[src/rtl/fm_s2p_gather.sv]
// fm_s2p_gather: packs narrow beats into one wide frame of 1..MAX_SEQ_CNT beats.
// Assembly register feeds a separate output register so gathering overlaps draining.
module fm_s2p_gather #(
  parameter int APP_DATA_WIDTH = 64,
  parameter int MAX_SEQ_CNT    = 8,
  parameter int CNT_W          = $clog2(MAX_SEQ_CNT + 1)
) (
  input  logic                                clk,
  input  logic                                rst,
  input  logic [CNT_W-1:0]                    seq_cnt,
  input  logic                                in_valid,
  input  logic [APP_DATA_WIDTH-1:0]           in_data,
  output logic                                in_ready,
  input  logic                                flush,
  output logic                                out_valid,
  output logic [APP_DATA_WIDTH*MAX_SEQ_CNT-1:0] out_data,
  output logic [CNT_W-1:0]                    out_cnt,
  output logic                                out_partial,
  input  logic                                out_ready
);

  localparam int W  = APP_DATA_WIDTH;
  localparam int FW = APP_DATA_WIDTH * MAX_SEQ_CNT;

  typedef enum logic [1:0] {
    IDLE,
    FILL,
    HOLD
  } state_e;

  state_e           state_q, state_d;
  logic [FW-1:0]    asm_q, asm_d;
  logic [CNT_W-1:0] cnt_q, cnt_d;
  logic [CNT_W-1:0] tgt_q, tgt_d;
  logic             part_q, part_d;
  logic [FW-1:0]    out_data_q, out_data_d;
  logic [CNT_W-1:0] out_cnt_q, out_cnt_d;
  logic             out_partial_q, out_partial_d;
  logic             out_valid_q, out_valid_d;

  logic             acc;
  logic             xfer;
  logic             close;
  logic             close_part;
  logic [CNT_W-1:0] seq_tgt;
  logic [CNT_W-1:0] cur_tgt;
  logic [CNT_W-1:0] new_cnt;
  logic [FW-1:0]    frame;

  // Out-of-range lengths fall back to the widest frame
  always_comb begin
    seq_tgt = seq_cnt;
    if (seq_cnt == '0 || seq_cnt > CNT_W'(MAX_SEQ_CNT)) begin
      seq_tgt = CNT_W'(MAX_SEQ_CNT);
    end
  end

  always_comb begin
    state_d       = state_q;
    asm_d         = asm_q;
    cnt_d         = cnt_q;
    tgt_d         = tgt_q;
    part_d        = part_q;
    out_data_d    = out_data_q;
    out_cnt_d     = out_cnt_q;
    out_partial_d = out_partial_q;
    out_valid_d   = out_valid_q;
    close         = 1'b0;
    close_part    = 1'b0;

    acc     = in_valid && (state_q != HOLD);
    xfer    = out_valid_q && out_ready;
    cur_tgt = (state_q == IDLE) ? seq_tgt : tgt_q;
    new_cnt = cnt_q + {{(CNT_W-1){1'b0}}, acc};

    frame = asm_q;
    for (int i = 0; i < MAX_SEQ_CNT; i++) begin
      if (acc && cnt_q == CNT_W'(i)) begin
        frame[i*W +: W] = in_data;
      end
    end

    if (xfer) begin
      out_valid_d = 1'b0;
    end

    unique case (state_q)
      IDLE: close = acc && ((seq_tgt == CNT_W'(1)) || flush);
      FILL: close = (acc && new_cnt == tgt_q) || flush;
      HOLD: begin
        if (xfer) begin
          out_valid_d   = 1'b1;
          out_data_d    = asm_q;
          out_cnt_d     = cnt_q;
          out_partial_d = part_q;
          asm_d         = '0;
          cnt_d         = '0;
          part_d        = 1'b0;
          state_d       = IDLE;
        end
      end
      default: state_d = IDLE;
    endcase

    if (state_q != HOLD) begin
      if (acc) begin
        asm_d = frame;
        cnt_d = new_cnt;
      end
      if (acc && state_q == IDLE) begin
        tgt_d   = seq_tgt;
        state_d = FILL;
      end
      if (close) begin
        close_part = new_cnt < cur_tgt;
        if (!out_valid_q || xfer) begin
          out_valid_d   = 1'b1;
          out_data_d    = frame;
          out_cnt_d     = new_cnt;
          out_partial_d = close_part;
          asm_d         = '0;
          cnt_d         = '0;
          state_d       = IDLE;
        end else begin
          asm_d   = frame;
          cnt_d   = new_cnt;
          part_d  = close_part;
          state_d = HOLD;
        end
      end
    end
  end

  always_ff @(posedge clk) begin
    if (rst) begin
      state_q       <= IDLE;
      asm_q         <= '0;
      cnt_q         <= '0;
      tgt_q         <= '0;
      part_q        <= 1'b0;
      out_data_q    <= '0;
      out_cnt_q     <= '0;
      out_partial_q <= 1'b0;
      out_valid_q   <= 1'b0;
    end else begin
      state_q       <= state_d;
      asm_q         <= asm_d;
      cnt_q         <= cnt_d;
      tgt_q         <= tgt_d;
      part_q        <= part_d;
      out_data_q    <= out_data_d;
      out_cnt_q     <= out_cnt_d;
      out_partial_q <= out_partial_d;
      out_valid_q   <= out_valid_d;
    end
  end

  assign in_ready    = (state_q != HOLD);
  assign out_valid   = out_valid_q;
  assign out_data    = out_data_q;
  assign out_cnt     = out_cnt_q;
  assign out_partial = out_partial_q;

endmodule
[config.mk]
export PLATFORM = sky130hd
export DESIGN_NAME = fm_s2p_gather
export DESIGN_NICKNAME = d
export VERILOG_FILES = /design/src/rtl/fm_s2p_gather.sv
export SDC_FILE = /design/constraint.sdc
export NUM_CORES = 2
export LEC_CHECK = 0
export CAP_MARGIN = 20
export CORE_ASPECT_RATIO = 1.25
export CORE_UTILIZATION = 55
export DETAILED_ROUTE_END_ITERATION = 6
export DONT_BUFFER_PORTS = 1
export PLACE_DENSITY_LB_ADDON = 0.25
export SYNTH_ARGS = -nofsm -noshare
export SYNTH_HDL_FRONTEND = slang
export SYNTH_SLANG_ARGS = --single-unit
[constraint.sdc]
create_clock -name clk -period 3 [get_ports clk]
set_input_delay 0.6 -clock clk [delete_from_list [all_inputs] [get_ports clk]]
set_output_delay 0.6 -clock clk [all_outputs]
set_load 0.005 [all_outputs]
* After elaboration in Yosys (flattened, before gate mapping)
Index checks and enable logic that the tools add are counted.
Operators by class: add/sub/neg operators 1, order comparisons 2, equal/unequal tests 12, multiplexer cells 55, reduce and logical (&&, ||, !) cells 23
Operators by type and width (count):
- $mux 512 | 11
- $mux 64 | 8
- $mux 4 | 13
- $eq 4x3->1 const B | 4
- $mux 1 | 16
- $logic_and 1x1->1 | 13
- $mux 2 | 5
- $eq 4x1->1 const B | 2
- $eq 4x2->1 const B | 2
- $logic_not 4->1 | 2
- $add 4x1->4 | 1
- $eq 4x4->1 | 1
- $gt 4x4->1 const B | 1
- $logic_or 1x1->1 | 4
- $lt 4x4->1 | 1
- $pmux 2 s2 | 1
- $eq 2x1->1 const B | 1
- $eq 2x2->1 const B | 1
- $logic_not 2->1 | 1
- $ne 2x2->1 const B | 1
- $pmux 1 s2 | 1
- $reduce_and 2->1 | 1
- $reduce_or 2->1 | 1
- $logic_not 1->1 | 1
Storage, ports and cells: register bits after elaboration 1041, bits of input ports 73, output and inout port bits 519, logic and storage cells 102

* Longest topological paths before layout
word-level depth 9, depth in mapped cells 14, gate-level depth less buffers 10

* Least setup slack after synthesis
No wires, ideal clock.
path type input-to-reg, start in in_valid, end reg asm_q[491], setup time 0.060 ns, data arrival time 3.140 ns, required time 2.940 ns, slack -0.200 ns, stages on the path 12, buffers on the path 2, cells stage by stage buf_4 inv_1 nor2_1 ha_1 ha_1 xnor2_1 nand4_1 o32a_2 mux2i_4 nor3_2 clkbuf_1 a22o_1
On the way: longest elaborated chain between the ends 8, elaborated cells on any way between the ends 13, classes of those cells add/sub (1); eq/ne (1); mux (6); reduce/logical (5)
Ends and longest elaborated chain:
- start, declared | RTL line 11 | input logic in_valid,
- $logic_and 1x1->1 (*) | RTL line 71 | acc = in_valid && (state_q != HOLD);
- $add 4x1->4 | RTL line 74 | new_cnt = cnt_q + {{(CNT_W-1){1'b0}}, acc};
- $eq 4x4->1 | RTL line 89 | FILL: close = (acc && new_cnt == tgt_q) || flush;
- $logic_and 1x1->1 | RTL line 89
- $logic_or 1x1->1 | RTL line 89
- $pmux 1 s2 | RTL line 87 | unique case (state_q)
- $mux 512 (*) | RTL line 114 | if (close) begin
- $mux 512 (*) | RTL line 105 | if (state_q != HOLD) begin
- end signal, assigned | RTL line 147 | asm_q <= asm_d;
- end, declared | RTL line 32 | logic [FW-1:0] asm_q, asm_d;
Mark *: on every way between the ends. The rest lies on a longest branch, timed or not. A chain may end at the register's enable or synchronous reset.

* Final worst setup path
start reg state_q[1], end reg out_data_q[154], in the netlist out_data[154]
On the way: longest elaborated chain between the ends 9, elaborated cells on any way between the ends 17, classes of those cells add/sub (1); eq/ne (4); mux (6); reduce/logical (6)
Ends and longest elaborated chain:
- start, declared | RTL line 31 | state_e state_q, state_d;
- start signal, assigned | RTL line 146 | state_q <= state_d;
- $ne 2x2->1 | RTL line 71, 105
- $logic_and 1x1->1 | RTL line 71
- $add 4x1->4 | RTL line 74
- $eq 4x4->1 | RTL line 89
- $logic_and 1x1->1 | RTL line 89
- $logic_or 1x1->1 | RTL line 89
- $pmux 1 s2 | RTL line 87
- $mux 512 | RTL line 114
- $mux 512 (*) | RTL line 105
- end signal, assigned | RTL line 151 | out_data_q <= out_data_d;
- end, declared | RTL line 36 | logic [FW-1:0] out_data_q, out_data_d;
Marks and branches as above.

==> results.cfg <==
[status]
outcome = finished, violations left
violations = max-slew violations

[logic_synthesis]
synth_async_sr_flop_share_pct = 0
synth_seq_cells = 1041
ys_seq_area_share_pct = 47.0
netlist_area_um2 = 44300
syn_avg_cell_area_um2 = 8.46
synth_warnings = 0
synth_cells = 5241
ys_top_cells_by_count = 1,569 x nand2_1, 1,041 x dfxtp_1, 457 x and3_1
syn_nets = 5319
synth.distinct_cells = 50
synth_flop_cell = dfxtp_1
synth_top_cell_area_share_pct = 47.0
netlist_top_cells_area = dfxtp_1 47%, nand2_1 13%, mux2i_1 9.0%
synth-edff-count = 0
yosys.area.top_type = dfxtp_1
yosysMostFrequentCell = nand2_1

[setup_path]
path_delay_family = compound AO/OA/AOI/OAI gates
crit_fanout = 41
endpoint_kind = register
cp_cell_sequence = nor2b_2 -> nor2_1 -> ha_1 -> ha_4 -> xnor2_2 -> xnor2_1 -> o32a_4 -> or2_4 -> buf_12 -> buf_12 -> and3_1 -> a211oi_1
crit_required_ps = 3490
slowest_stage = o32a_4
path_buf_inv = 2
slowest_delay_ps = 420
critPathLaunchType = register
worstSetupPathType = register to register
arrival_ps = 3430
cp_common_cell = buf_12

[flow_run]
drv_cap = 0

[timing]
finalHoldViolCount = 0
grt_setup_unrepaired = no
fin_skew_ps = 22.8
fin_crit_sh_pct = 97.9
period_needed_ps = 2940
maxSlewViolCount = 245
max_freq_ghz = 0.340
slew_headroom_pct = -57.6
max_slew.worst_pin.slew_ps = 2360
setup_viol = 0

[finish]
regArea_um2 = 20800
n_fill_cell = 6699
multi_input_area_um2 = 21400
fin_util_pct = 61.6
final_nets = 5048
synthToLayoutAreaGrowth_pct = 11.1
drive_above_1_share_pct = 6.99

[place]
hpwl_um = 87800
placement.io_buffers = 0
gp_congestion = 0.848

[cts]
cts_tree = yes
path_clk_slew_ps = 60
cts_htree_levels = 3
clock_path_buffers = 3
root_buffer = clkbuf_16
clkSinkCount = 1041
clkLatencyLatePin_ps = 670
cts_inserted_buffers = 101
postCtsSetupBuffers = 0

[die]
core-area_um2 = 80000
placementRows = 116
floorplan.io_pins = 592
die_w_um = 256
initial_core_util_pct = 55.4
die_h_um = 319
die_area_um2 = 81700

[detailed_routing]
final_antenna_net_count = 0
drc = 0
vias = 38600
drt_wl_total_um = 143000
dr.pass1.iters = 5
wl_per_cell_um = 23.4
via_per_inst = 6.31
drt-initial-drc-count = 3872

[grt]
grt_util_all_layers_pct = 33.5
grt_pass1_wl_um = 219000
overflow = 0
grt_pass1_vias = 35900
antenna_found_initial = 0
grt_max_degree = 513

[hold_path]
min_path_type = input pin to register

[power]
peakVddDrop_mv = 0.449
leakage_nw = 19.2
powerDensity_nw_per_um2 = 656
power_mw = 32.3
[report_power, final]
part / total, mW / leakage, nW / internal [mW] / switching (mW)
Combinational: 3.40 / 9.07 / 1.55 / 1.85
Sequential: 15.6 / 8.48 / 14.6 / 0.940
Clock: 13.3 / 1.70 / 7.80 / 5.52
Total: 32.3 / 19.2 / 24.0 / 8.31
[cell families after synthesis]
logic type	count (synthesis)	synth area share, %
compound gates	1111	17.3
xor+xnor	6	0.136
fa+ha+maj	5	0.141
buf+inv	540	5.09
flops	1041	47.0
mux	401	9.09
simple gates	2137	21.2
[layer usage]
layer  global-route usage (%)  vias to the layer above  part of all wire, %
met3                     9.50                      368                  9.8
met4                     17.7                        0                  5.2
li1                         -                    17700                    -
met5                        0                        -                    0
met2                     52.1                     1700                   45
met1                     42.0                    18800                   40
[worst register-to-register path: stages (launching register included)]
cell and delay, ps:
dfxtp_1 330, nor2b_2 150, nor2_1 60, ha_1 220
ha_4 180, xnor2_2 200, xnor2_1 100, o32a_4 420
or2_4 270, buf_12 180, buf_12 240, and3_1 180
a211oi_1 240
[layout by cell type, fill, tap and decap left out, drive strengths merged, types with 7 or more instances in the layout]
cell and n:
nand2 1569, dfxtp 1041, and3 457, a211oi 451, o21ai 400, mux2i 399, buf 160, clkbuf 156
a311oi 122, a22o 121, nor2b 63, clkinv 16, nor2 15, bufinv 10, nand3 8, nor3 7
[final cells by class]
| cell class | count | area share (%) |
|---|---|---|
| Multi-Input combinational cell | 3660 | 43.5 |
| Sequential cell | 1041 | 42.3 |
| Clock buffer | 156 | 6.15 |
| Timing Repair Buffer | 162 | 4.41 |
| Tap cell | 1062 | 2.70 |
| Clock inverter | 30 | 0.912 |
| Inverter | 4 | 0.0305 |
| Antenna cell | 1 | 0.00508 |
[what timing repair did]
item                       in CTS  in global routing
setup endpoints to repair       0                100
hold buffers                    2                  0
hold endpoints to repair       18                  0
resized for setup               0                  6
[state kept, by name, indices dropped and copies added (netlist names)]
| register | cells |
|---|---|
| out_valid | 1 |
| out_partial | 1 |
| part_q | 1 |
| asm_q | 512 |
| out_cnt | 4 |
| state_q | 2 |
| cnt_q | 4 |
| tgt_q | 4 |
| out_data | 512 |
[per-stage QoR]
stage          cells  setup TNS [ps]  worst slack (ps)  area (um2)  hold WS (ps)
2_1_floorplan   5241               0              6.15       44500           432
3_3_place_gp    5927               0              31.6       45700           449
3_5_place_dp    5927            -195             -18.7       45700           453
4_1_cts         6115               0               100       49200          2.94
5_1_grt         6115               0              3.33       49200          37.8
6_report        6116               0              62.5       49200          60.2
[final timing paths]
path                    startpoint                  endpoint  slack [ps]  cells past startpoint
max reg2reg  state_q[1]$_SDFF_PP0_  out_data[154]$_SDFF_PP0_          60                     12
min reg2reg  asm_q[379]$_SDFF_PP0_     asm_q[379]$_SDFF_PP0_         470                      2
max          state_q[1]$_SDFF_PP0_  out_data[154]$_SDFF_PP0_          60                     12
min                    in_data[38]     asm_q[422]$_SDFF_PP0_          60                      1
(Power assumes the default switching activity.)
